<file path="config.mk">
export PLATFORM = sky130hd
export DESIGN_NAME = intr_ctrl
export DESIGN_NICKNAME = d
export VERILOG_FILES = /design/src/rtl/intr_pkg.sv /design/src/rtl/intr_sync_edge.sv /design/src/rtl/intr_ctrl.sv
export SDC_FILE = /design/constraint.sdc
export NUM_CORES = 1
export LEC_CHECK = 0
export BUFFER_PORTS_ARGS = -buffer_cell sky130_fd_sc_hd__buf_4
export CAP_MARGIN = 20
export CORE_MARGIN = 2
export CORE_UTILIZATION = 40
export DETAILED_ROUTE_END_ITERATION = 8
export GPL_ROUTABILITY_DRIVEN = 0
export GPL_TIMING_DRIVEN = 0
export HOLD_SLACK_MARGIN = 0.12
export PLACE_DENSITY = 0.68
export SYNTH_ARGS = -nofsm -noshare
export SYNTH_HDL_FRONTEND = slang
export SYNTH_SLANG_ARGS = --single-unit
</file>
<file path="constraint.sdc">
create_clock -name clk -period 1.3 [get_ports clk]
set_input_delay 0.065 -clock clk [delete_from_list [all_inputs] [get_ports clk]]
set_output_delay 0.065 -clock clk [all_outputs]
set_load 0.01 [all_outputs]
</file>
<file path="src/rtl/intr_pkg.sv">
// Shared types and defaults for the vectored interrupt controller.
package intr_pkg;

  typedef enum logic [1:0] {
    ST_IDLE = 2'd0,
    ST_REQ  = 2'd1,
    ST_SERV = 2'd2
  } state_e;

  localparam logic [9:0] DEF_BASE_VEC   = 10'h3F0;
  localparam int         DEF_VEC_STRIDE = 4;

  // Line index width, never narrower than one bit.
  function automatic int id_width(input int n);
    return (n <= 1) ? 1 : $clog2(n);
  endfunction

endpackage

</file>
<file path="src/rtl/intr_sync_edge.sv">
// Two-flop synchroniser plus history flop for one interrupt line.
module intr_sync_edge (
  input  logic clk,
  input  logic reset,
  input  logic irq_i,
  output logic edge_o,
  output logic level_o
);

  logic s1_q, s2_q, s3_q;

  always_ff @(posedge clk or negedge reset) begin
    if (!reset) begin
      s1_q <= 1'b0;
      s2_q <= 1'b0;
      s3_q <= 1'b0;
    end else begin
      s1_q <= irq_i;
      s2_q <= s1_q;
      s3_q <= s2_q;
    end
  end

  assign edge_o  = s2_q & ~s3_q;
  assign level_o = s2_q;

endmodule

</file>
<file path="src/rtl/intr_ctrl.sv">
// Vectored interrupt controller: per-line sync/pending, fixed priority
// (lowest index wins) and a req/ack/done service handshake without nesting.
module intr_ctrl
  import intr_pkg::*;
#(
  parameter int                 NUM_IRQ    = 4,
  parameter int                 VEC_W      = 10,
  parameter logic [VEC_W-1:0]   BASE_VEC   = VEC_W'(DEF_BASE_VEC),
  parameter int                 VEC_STRIDE = DEF_VEC_STRIDE,
  parameter logic [NUM_IRQ-1:0] EDGE_MASK  = {NUM_IRQ{1'b1}},
  parameter logic [NUM_IRQ-1:0] MASK_RST   = {NUM_IRQ{1'b1}},
  localparam int                ID_W       = id_width(NUM_IRQ)
) (
  input  logic               clk,
  input  logic               reset,
  input  logic [NUM_IRQ-1:0] irq_in,
  input  logic               mask_we,
  input  logic [NUM_IRQ-1:0] mask_wdata,
  input  logic               irq_ack,
  input  logic               irq_done,
  output logic               irq_req,
  output logic [ID_W-1:0]    irq_id,
  output logic [VEC_W-1:0]   irq_vec,
  output logic               busy,
  output logic [NUM_IRQ-1:0] pending,
  output logic [NUM_IRQ-1:0] mask
);

  state_e               state_q, state_d;
  logic                 req_q, req_d;
  logic                 busy_q, busy_d;
  logic [ID_W-1:0]      id_q, id_d;
  logic [VEC_W-1:0]     vec_q, vec_d;
  logic [NUM_IRQ-1:0]   pending_q, pending_d;
  logic [NUM_IRQ-1:0]   mask_q, mask_d;

  logic [NUM_IRQ-1:0]   edge_w, level_w, eligible, clr_sel;
  logic [ID_W-1:0]      win_id;
  logic [VEC_W-1:0]     win_vec;
  logic                 any_elig, id_elig;

  for (genvar g = 0; g < NUM_IRQ; g++) begin : g_sync
    intr_sync_edge u_sync (
      .clk     (clk),
      .reset   (reset),
      .irq_i   (irq_in[g]),
      .edge_o  (edge_w[g]),
      .level_o (level_w[g])
    );
  end

  assign eligible = pending_q & mask_q;
  assign win_vec  = BASE_VEC + VEC_W'(win_id) * VEC_W'(VEC_STRIDE);

  // Descending scan so the lowest eligible index is the last one written.
  always_comb begin
    win_id   = '0;
    any_elig = 1'b0;
    for (int i = NUM_IRQ - 1; i >= 0; i--) begin
      if (eligible[i]) begin
        win_id   = ID_W'(i);
        any_elig = 1'b1;
      end
    end
  end

  always_comb begin
    id_elig = 1'b0;
    clr_sel = '0;
    for (int i = 0; i < NUM_IRQ; i++) begin
      if (ID_W'(i) == id_q) begin
        id_elig    = eligible[i];
        clr_sel[i] = (state_q == ST_REQ) && irq_ack;
      end
    end
  end

  // Edge lines: a new edge beats the ack clear; level lines just follow s2.
  always_comb begin
    pending_d = '0;
    for (int i = 0; i < NUM_IRQ; i++) begin
      if (EDGE_MASK[i]) pending_d[i] = edge_w[i] | (pending_q[i] & ~clr_sel[i]);
      else              pending_d[i] = level_w[i];
    end
  end

  assign mask_d = mask_we ? mask_wdata : mask_q;

  always_comb begin
    state_d = state_q;
    req_d   = req_q;
    busy_d  = busy_q;
    id_d    = id_q;
    vec_d   = vec_q;
    case (state_q)
      ST_IDLE: begin
        if (any_elig) begin
          id_d    = win_id;
          vec_d   = win_vec;
          req_d   = 1'b1;
          state_d = ST_REQ;
        end
      end
      ST_REQ: begin
        if (irq_ack) begin
          req_d   = 1'b0;
          busy_d  = 1'b1;
          state_d = ST_SERV;
        end else if (!id_elig) begin
          req_d   = 1'b0;
          state_d = ST_IDLE;
        end
      end
      ST_SERV: begin
        if (irq_done) begin
          busy_d  = 1'b0;
          state_d = ST_IDLE;
        end
      end
      default: begin
        req_d   = 1'b0;
        busy_d  = 1'b0;
        state_d = ST_IDLE;
      end
    endcase
  end

  always_ff @(posedge clk or negedge reset) begin
    if (!reset) begin
      state_q   <= ST_IDLE;
      req_q     <= 1'b0;
      busy_q    <= 1'b0;
      id_q      <= '0;
      vec_q     <= '0;
      pending_q <= '0;
      mask_q    <= MASK_RST;
    end else begin
      state_q   <= state_d;
      req_q     <= req_d;
      busy_q    <= busy_d;
      id_q      <= id_d;
      vec_q     <= vec_d;
      pending_q <= pending_d;
      mask_q    <= mask_d;
    end
  end

  assign irq_req = req_q;
  assign irq_id  = id_q;
  assign irq_vec = vec_q;
  assign busy    = busy_q;
  assign pending = pending_q;
  assign mask    = mask_q;

endmodule
</file>
# After elaboration in Yosys (flattened, before gate mapping)
# Index checks and enable logic that the tools add are counted.
[totals] register_bits=36 rom_bits=0 mem_count=0 mem_bits_rw=0 elab_cells=87 output_inout_bits=22 in_bits=13 latch_bits=0
[classes] bitwise_logic=23 multipliers=0 order_cmp=0 n_mux=28 shift=0 reduce_logical=7 addsub=1 n_eq_ne=9 div=0
[ops] cell="$mux 1" n=17
[ops] cell="$mux 2" n=8
[ops] cell="$not 1->1" n=10
[ops] cell="$reduce_and 3->1" n=3
[ops] cell="$and 1x1->1" n=8
[ops] cell="$add 5x5->6 const A" n=1
[ops] cell="$ne 2x2->1 const B" n=3
[ops] cell="$pmux 1 s3" n=2
[ops] cell="$pmux 2 s3" n=1
[ops] cell="$and 4x4->4" n=1
[ops] cell="$eq 2x2->1 const A" n=2
[ops] cell="$logic_not 2->1" n=2
[ops] cell="$or 1x1->1" n=4
[ops] cell="$ne 3x3->1 const B" n=1
[ops] cell="$eq 1x2->1 const A" n=1
[ops] cell="$eq 2x1->1 const B" n=1
[ops] cell="$eq 2x2->1 const B" n=1
[ops] cell="$reduce_and 2->1" n=1
[ops] cell="$logic_and 1x1->1" n=1

# Longest topological paths before layout
# Gate-level depths: netlist of run 1.
[logic_depth] ltp_word=8 mapped_depth=4 mapped_depth_nobuf=4

# Cells and area by module
# Synthesis of run 1 repeated with hierarchy kept, for this count alone.
[hier_totals] cells_unflattened=81 area_unflattened_um2=1081.0
[by_module_without_submodules] module="intr_ctrl" area_each_um2=725.7 seq_area_each_um2=380.4 instances=1 cells_per_inst=65
[by_module_without_submodules] module="intr_sync_edge" area_each_um2=88.8 seq_area_each_um2=75.1 instances=4 cells_per_inst=4

# Least setup slack after synthesis of run 1
# Ideal clock, no wire load.
[synth_path] path_kind="reg2reg" start="register mask_q[3], in the netlist mask[3]" end="register state_q[0]" slack_ns=-0.186 setup_time_ns=0.064 path_stages_with_launch=5 t_required_ns=1.236 period_less_slack_ns=1.486 arrival_time_ns=1.421 path_buffers=0 cell_sequence="dfstp_2 -> nand2_1 -> mux4_2 -> nor4b_2 -> or2_1"
[synth_between] elab_chain_len=7 elab_cells_between_ends=9 classes_between="eq/ne: 2; mux: 5; bitwise: 1; reduce/logical: 1"
[synth_rtl] item="start, declared" line="intr_ctrl.sv:35" text="logic [NUM_IRQ-1:0] mask_q, mask_d;"
[synth_rtl] item="start signal, assigned" line="intr_ctrl.sv:144" text="mask_q <= mask_d;"
[synth_rtl] item="$and 4x4->4 *" line="intr_ctrl.sv:52" text="assign eligible = pending_q & mask_q;"
[synth_rtl] item="$mux 1 (4 in a row)" line="intr_ctrl.sv:60" text="if (eligible[i]) begin"
[synth_rtl] item="$ne 2x2->1 (no line)"
[synth_rtl] item="$reduce_and 3->1 (no line) *"
[synth_rtl] item="end signal, assigned" line="intr_ctrl.sv:138" text="state_q <= state_d;"
[synth_rtl] item="end, declared" line="intr_ctrl.sv:29" text="state_e state_q, state_d;"
# Mark *: on every way between the ends. The rest lies on a longest branch, timed or not.
# A chain may end at the register's enable or synchronous reset.

# Final worst setup path of run 1
[layout_path] start="register mask_q[3], in the netlist mask[3]" end="register req_q, in the netlist irq_req"
[layout_between] elab_chain_len=7 elab_cells_between_ends=9 classes_between="eq/ne: 2; mux: 5; bitwise: 1; reduce/logical: 1"
[layout_rtl] item="$and 4x4->4 *" line="intr_ctrl.sv:52"
[layout_rtl] item="$mux 1 (4 in a row)" line="intr_ctrl.sv:60"
[layout_rtl] item="$ne 2x2->1 (no line)"
[layout_rtl] item="$reduce_and 3->1 (no line) *"
[layout_rtl] item="end signal, assigned" line="intr_ctrl.sv:139" text="req_q <= req_d;"
[layout_rtl] item="end, declared" line="intr_ctrl.sv:30" text="logic req_q, req_d;"
# Marks and branches as above.

==> results.ini, run 1 <==
[place]
detailed_place_hpwl_um=1350
dpl_cell_area_um2=1330
place_ws_ps=-221
portBuffers=32

[sta]
fin_skew_ps=7.77
hold_viol_final=0
rsz0062_at_grt=yes
period_needed_ps=1520
layout_setup_ws_ps=-224
final.setup.tns_ps=-426
maxSlewViolCount=0
fmax_mhz=656
period_share_pct=117
whs_ps=183
setup_viol=3

[finish]
antennaDiodeCount=0
area_growth_pct=46.9
design_area_um2=1540
drive_gt1_share_pct=52.6
mostFrequentLayoutCell=buf_4
final_nets=149
final_cell_mix=46 x buf_4, 22 x dfrtp_1, 12 x dlygate4sd3_1

[detailed_routing]
drtAntennaViolNets=0
wire_per_inst_um=12.7
vias=771
vias_per_cell=4.67
drt-pass1-iter-count=3
drc=0
drt_iter0_markers=8
totalWireLength_um=2090

[outcome]
violations=setup timing
status=complete, but fails checks

[setup_path]
cp_num_buf_inv=0
cp-start-kind=register
worstSetupEndpointType=register
max_stage_delay_ps=570
critPathSlowestCell=dfstp_2
worstSetupPathType=register to register
cp_max_fo=2
crit_family=flip-flops
path_cells=nand2_2 > mux4_2 > o31ai_2 > a21o_1
cp.arrival_ps=1800
required_ps=1570

[clock_tree]
htreeDepth=1
clkSinkCount=27
ctsLongestPathBuffers=2
path_clk_slew_ps=140
clk_latency_ps=320
cts_buffers=3
cts_tree=done
clockRootBuffer=clkbuf_4

[yosys]
synth_edf_count=0
synthTopCellsByArea=dfrtp_1 55%, dfstp_2 10%, buf_4 6.5%
ys_seq_area_share_pct=65.1
netlist_area_um2=1040
synth_ff_type=dfrtp_1
netlist_instances=80
synth_top_area_cell=dfrtp_1
netlist.area_leader.share_pct=55.1
synth.distinct_cells=24
ys_seq_elements=27
avgSynthCellArea_um2=13.1
synthArstFlopShare_pct=100
ys_warn_count=0

[die]
ioPinCount=35
die_w_um=55.1
num_rows=18
die_h_um=55.1
dieArea_um2=3040
start_util_pct=42.2
core_um2=2480

[global_route]
grt-ovfl-total=0
grtUsageTotal_pct=15.8
grt_max_degree=28
grt_first_pass_wirelength_um=3320
antenna_found_initial=0
grt_pass1_vias=755

[pwr]
p_leak_uw=0.000729
vdd_drop_max_uv=964
power_density_nw_per_um2=1630

[min_path]
hp-class=primary input to asynchronous set/reset pin

[job]
maxCapViolCount=0

==> routing by layer <==
metal	global-route usage [%]	part of all wire, %
met1	17.6	40
met4	6.10	1.4
met2	29.0	54
met5	0	0
met3	3.49	5.0
==> cells by family after synthesis <==
logic type,count (synthesis),share of synthesized area (%)
compound gates,15,9.70
buf+inv,13,7.90
flops,27,65.1
mux,6,7.54
other cells,1,0.359
simple gates,18,9.34
==> power breakdown <==
part           switching (µW)  internal, µW
combinational             371           548
clock                     235           115
sequential                206          1020
total                     813          1690
==> what timing repair did <==
action	4_1_cts	5_1_grt
gates resized for setup	3	3
endpoints found under the setup margin	3	8
pin swaps	1	2
setup buffers	5	1
hold buffers	12	0
gates cloned	0	0
endpoints found under the hold margin	39	0
==> final timing paths <==
path / start / to / slack [ps] / cells past startpoint
max in group asynchronous: reset / mask[0] / 810 / 2
setup reg to reg: mask[3] / irq_req / -220 / 4
min in group clk: g_sync[3].u_sync.s1_q / g_sync[3].u_sync.level_o / 370 / 0
setup / recovery: mask[3] / irq_req / -220 / 4
hold reg to reg: g_sync[3].u_sync.s1_q / g_sync[3].u_sync.level_o / 370 / 0
hold / removal: reset / irq_req / 180 / 2
==> Yosys cell counts, drive strengths merged (2+ instances only) <==
cell and number:
nor2 2, dfstp 4, o21ai 5, a22o 2, nand3 2, a21oi 3
inv 4, dfrtp 23, nand2 8, or2 2, mux2 5, a21o 2
buf 9
==> state kept, by name, indices dropped and copies added, names as in the netlist <==
signal	count
g_sync.u_sync.level_o	4
g_sync.u_sync.s1_q	4
g_sync.u_sync.s3_q	4
mask	4
pending	4
irq_vec	2
state_q	2
busy	1
irq_id	1
irq_req	1
==> metrics by stage <==
stage,util (%),power (µW),std cells
detailed placement,53.6,2080,143
CTS,61.4,2510,164
floorplan,-,1680,81
global route,62.0,2680,165
finish,62.0,2500,165
global placement,53.6,2050,143
==> worst reg2reg max path: stages, from the launching register on <==
cell	delay (ps)
dfstp_2	570
nand2_2	60
mux4_2	510
o31ai_2	220
a21o_1	140
==> layout make-up <==
cell class / count / area (µm²)
inverters: 4 / 15.0
well taps: 30 / 37.5
flip-flops and latches: 27 / 682
plain buffers: 9 / 67.6
repair buffers: 50 / 409
fillers: 205 / 942
multi-input cells: 41 / 297
clock buffers: 3 / 22.5
clock inverters: 1 / 5.00
No activity file was read; power rests on OpenSTA's default activity.
==> inputs of run 2 (changes only) <==
SYNTH_HIERARCHICAL = 1   (was unset)
==> results.ini, run 2 <==
[outcome]
status=complete, but fails checks
violations=setup timing

[detailed_routing]
dr_wl_met3_um=161
totalWireLength_um=2030
drt-met1-wl_um=875
wire_per_inst_um=12.1
drt-pass1-iter-count=4
drtAntennaViolNets=0
vias=799
wl_met2_um=981
drc=0
routed.top_layer=met4
vias_per_cell=4.78
drt_iter0_markers=20

[yosys]
avgSynthCellArea_um2=13.3
synth_top_area_cell=dfrtp_1
ys_warn_count=6
netlist.area_leader.share_pct=53.2
synth.distinct_cells=22
yosysMostFrequentCell=dfrtp_1
netlist_area_um2=1080
ys_seq_elements=27
synth_ff_type=dfrtp_1
synthTopCellsByArea=dfrtp_1 53%, dfstp_2 9.7%, buf_4 6.3%
ys_seq_area_share_pct=63.0
netlist_instances=81
synthArstFlopShare_pct=100
synth_edf_count=0
synthTopCellsByCount=23 x dfrtp_1, 9 x buf_4, 8 x nand2_1

[pwr]
power_frac_seq_pct=48.0
vdd_drop_max_uv=1060
swShare_pct=32.4
power_density_nw_per_um2=1620
power_frac_clock_pct=13.4
internal-power_uw=1750
power.switching_uw=838
finalPower_uw=2590
p_comb_share_pct=38.6
p_leak_uw=0.000739

[die]
ioPinCount=35
start_util_pct=42.9
core_um2=2520
num_rows=18
dieArea_um2=3130
die_h_um=56.0
die_w_um=56.0

[finish]
utilization_pct=63.2
area_growth_pct=47.5
final_nets=151
mostFrequentLayoutCell=buf_4
final_cell_mix=46 x buf_4, 22 x dfrtp_1, 12 x dlygate4sd3_1
layout.cells.non_filler=167
antennaDiodeCount=0
nFillCells=198
seq_area_um2=682
multi_input_area_um2=360
drive_gt1_share_pct=55.5

[setup_path]
r2r_end=irq_req
reg2reg_slack_ps=-210
cp_max_fo=2
required_ps=1560
r2r-start=mask[3]
worstSetupEndpointType=register
reg2reg_depth=4
worstSetupPathType=register to register
cp.arrival_ps=1770
cp-start-kind=register

[global_route]
grt-ovfl-total=0
grt_max_degree=28
grt_first_pass_wirelength_um=3460
grtUsageTotal_pct=13.6
antenna_found_initial=0
grt_pass1_vias=834

[sta]
fmax_mhz=664
maxSlewViolCount=0
rsz0062_at_grt=yes
hold_viol_final=0
fin_skew_ps=8.33
period_share_pct=116
setup_viol=4
period_needed_ps=1510
layout_setup_ws_ps=-205

[job]
maxCapViolCount=0

[clock_tree]
clockRootBuffer=clkbuf_4
cts_tree=done
clk_latency_ps=310
cts_buffers=3
path_clk_slew_ps=140
htreeDepth=1
ctsLongestPathBuffers=2
clkSinkCount=27

[place]
placedCellCount=144
portBuffers=32
detailed_place_hpwl_um=1340

[min_path]
hp-class=primary input to asynchronous set/reset pin

[run 2: cell types whose count changed after synthesis, moves of 2 or more]
cell | before | now
inv_1 | 4 | 0
nor2b_4 | 0 | 4
o21ai_0 | 5 | 2
a21o_1 | 2 | 4
[run 2: worst max-delay path, cell delays in order (launching register included)]
cell     delay, ps
dfstp_2        570
nand2_2         60
mux4_2         510
o31ai_2        190
a21o_1         130
[run 2: final cells by class]
cell class                 instances  share of cell area (%)
multi-input combinational         46                    22.6
buffer                             9                    4.24
sequential                        27                    42.8
timing repair buffer              51                    26.4
clock buffer                       4                    1.65
tap                               30                    2.35
[run 2: worst max path at each step]
stage / depth (start not counted) / end / slack (ps) / from
6_report: 4 / irq_req / -210 / mask[3]
4_1_cts: 4 / irq_req / -190 / mask[3]
2_1_floorplan: 4 / irq_req / -150 / mask[3]
5_1_grt: 4 / irq_req / -280 / mask[3]
3_3_place_gp: 4 / irq_req / -160 / mask[3]
3_5_place_dp: 4 / irq_req / -190 / mask[3]
[run 2: repair_timing]
item                                   4_1_cts  5_1_grt
gates resized for setup                      3        4
endpoints found under the hold margin       39        0
gates cloned                                 0        0
hold buffers                                12        0
setup buffers                                6        1
setup endpoints to repair                    3        5
pin swaps                                    3        2
[run 2: cell families (layout without fill, tap and decap cells)]
group / after synthesis / count (layout) / synth area share, %
AO/OA/AOI/OAI: 14 / 14 / 9.14
buffers and inverters: 9 / 64 / 6.25
flip-flops: 27 / 27 / 63.0
multiplexers: 6 / 6 / 7.29
other: 1 / 2 / 0.347
AND/OR/NAND/NOR: 24 / 24 / 14.0
[run 2: layer usage]
metal | track usage, % | up-vias
li1 | - | 376
met1 | 16.7 | 384
met2 | 24.0 | 37
met3 | 2.56 | 2
met4 | 4.08 | 0
met5 | 0 | -
[run 2: power groups by stage]
stage	clock, µW	sequential [µW]	combinational, µW
2_1_floorplan	0	1270	458
3_3_place_gp	0	1250	834
3_5_place_dp	0	1250	853
4_1_cts	360	1240	957
5_1_grt	401	1270	1080
6_report	347	1240	998
[run 2: per-stage QoR]
stage          setup TNS [ps]  hold slack (ps)  worst slack, ps  cell area, µm²
6_report                 -473              172             -205            1590
5_1_grt                  -692              193             -285            1590
4_1_cts                  -532              181             -188            1570
3_5_place_dp             -382            -6.29             -186            1370
3_3_place_gp             -296            -8.90             -162            1370
2_1_floorplan            -267             -231             -154            1100
==> inputs of run 3 (changes only) <==
ABC_AREA = 1   (was unset)
==> results.ini, run 3 <==
[outcome]
status=finished clean

[finish]
drive_gt1_share_pct=43.4
area_growth_pct=39.5
nFillCells=243
antennaDiodeCount=0
mostFrequentLayoutCell=buf_4
final_cell_mix=42 x buf_4, 22 x dfrtp_1, 20 x nand2_1
layout.cells.non_filler=190
final_nets=173

[clock_tree]
cts_buffers=3
clockRootBuffer=clkbuf_4
cts_tree=done
clk_latency_ps=320
path_clk_slew_ps=150
ctsLongestPathBuffers=2
htreeDepth=1
clkSinkCount=27

[die]
die_h_um=56.9
start_util_pct=41.2
core_um2=2710
die_w_um=56.9
ioPinCount=35
num_rows=19
dieArea_um2=3230

[yosys]
netlist.area_leader.share_pct=51.5
synth_top_area_cell=dfrtp_1
synthArstFlopShare_pct=100
ys_warn_count=6
yosysMostFrequentCell=dfrtp_1
synthTopCellsByCount=23 x dfrtp_1, 20 x nand2_1, 14 x inv_1
synth_compound_area_share_pct=4.48
synth_fa_ha_area_share_pct=0
yosys.area_share.simple_pct=18.8
ys_seq_area_share_pct=60.9
synth_mux_area_share_pct=4.03
ys_seq_elements=27
synth.distinct_cells=20
synth_top_family_by_area=simple AND/OR/NAND/NOR gates
netlist_area_um2=1120
synthTopCellsByArea=dfrtp_1 52%, dfstp_2 9.4%, nand2_1 6.7%
netlist_instances=109
synth_ff_type=dfrtp_1
avgSynthCellArea_um2=10.3
synth_xor_area_share_pct=0
synth_edf_count=0

[setup_path]
r2r-start=mask[2]
crit_end=irq_req
worstSetupEndpointType=register
cp_max_fo=3
cp.arrival_ps=1440
required_ps=1540
r2r_end=irq_req
crit_start=mask[2]
worstSetupPathType=register to register
reg2reg_slack_ps=100
reg2reg_depth=7
cp-start-kind=register

[pwr]
power_frac_seq_pct=46.4
internal-power_uw=1620
vdd_drop_max_uv=1150
p_comb_share_pct=39.5
swShare_pct=36.7
power.switching_uw=941
p_leak_uw=0.000779
power_density_nw_per_um2=1650
power_frac_clock_pct=14.2

[detailed_routing]
totalWireLength_um=2060
vias=846
drt_iter0_markers=22
wire_per_inst_um=10.9
drtAntennaViolNets=0
drt-pass1-iter-count=4
drc=0
vias_per_cell=4.45

[place]
portBuffers=32
placedCellCount=173
detailed_place_hpwl_um=1480

[min_path]
hp-class=primary input to asynchronous set/reset pin

[global_route]
antenna_found_initial=0
grt_pass1_vias=828
grt_first_pass_wirelength_um=3510
grtUsageTotal_pct=13.8
grt_max_degree=28
grt-ovfl-total=0

[sta]
fin_skew_ps=3.72
whs_ps=167
setup_viol=0
hold_viol_final=0
period_needed_ps=1200
maxSlewViolCount=0
period_share_pct=92.2
fmax_mhz=834

[job]
maxCapViolCount=0

-- run 3: cell count changes in the layout (fill, tap and decap cells not counted), sizes merged, moves of 2 or more --
cell    delta
a21o       -4
a21oi      -2
buf        -6
inv       +16
nand2     +16
nand2b     -2
nand3      +2
nor2      +10
nor2b      -4
o21ai      +4
-- run 3: critical path, stage by stage (launching register included) --
cell and delay [ps]:
dfstp_2 580, nand2_1 90, nand2_1 100, nor2_2 60, o21ai_1 130, nand2_1 70, nand2_1 60, nand2_1 40
-- run 3: cell type report --
type                            count  area, µm²  area share (%)
Clock inverter                      1       5.00           0.321
Inverter                           16       60.1            3.85
Tap cell                           31       38.8            2.49
Sequential cell                    27        682            43.7
Timing Repair Buffer               45        368            23.6
Clock buffer                        3       22.5            1.44
Multi-Input combinational cell     58        315            20.2
Buffer                              9       67.6            4.33
-- run 3: logic make-up (layout without fill, tap and decap cells) --
| logic type | count (synthesis) | after routing |
|---|---|---|
| simple gates | 43 | 43 |
| flops | 27 | 27 |
| buf+inv | 25 | 74 |
| compound gates | 9 | 9 |
| mux | 4 | 4 |
| other cells | 1 | 2 |
-- run 3: worst min path at each step --
stage               cells past startpoint         to   from  slack, ps
global placement                        1    irq_req  reset         -8
detailed placement                      1    irq_req  reset         -5
CTS                                     2  irq_id[0]  reset        170
global route                            2  irq_id[0]  reset        190
finish                                  2    irq_req  reset        170
floorplan                               0       busy  reset       -230
-- run 3: metrics by stage --
step | total power, µW | instance area [µm²] | setup slack (ps) | TNS, ps | utilization (%)
6_report | 2570 | 1560 | 101 | 0 | 57.5
5_1_grt | 2760 | 1560 | -0.749 | -0.749 | 57.5
4_1_cts | 2560 | 1550 | 78.1 | 0 | 57.1
3_5_place_dp | 2180 | 1400 | 109 | 0 | 51.7
3_3_place_gp | 2140 | 1400 | 132 | 0 | 51.7
2_1_floorplan | 1770 | 1120 | 156 | 0 | -
-- run 3: metal layers --
layer  track usage [%]  vias up  share of wire (%)
li1                  -      422                  -
met1              16.2      396                 42
met2              24.3       26                 52
met3              3.23        2                5.3
met4              5.65        0               0.92
met5                 0        -                  0
-- run 3: power groups by stage --
stage | logic (µW) | registers [µW] | clock network (µW)
after floorplan | 547 | 1230 | 0
after global placement | 954 | 1190 | 0
after detailed placement | 974 | 1200 | 0
after CTS | 1000 | 1190 | 373
after global routing | 1130 | 1220 | 403
final | 1010 | 1190 | 363
-- run 3: what timing repair did --
action	4_1_cts	5_1_grt
endpoints found under the hold margin	41	0
buffers inserted	0	1
hold buffers	12	0
gates resized for setup	0	3
endpoints found under the setup margin	0	1
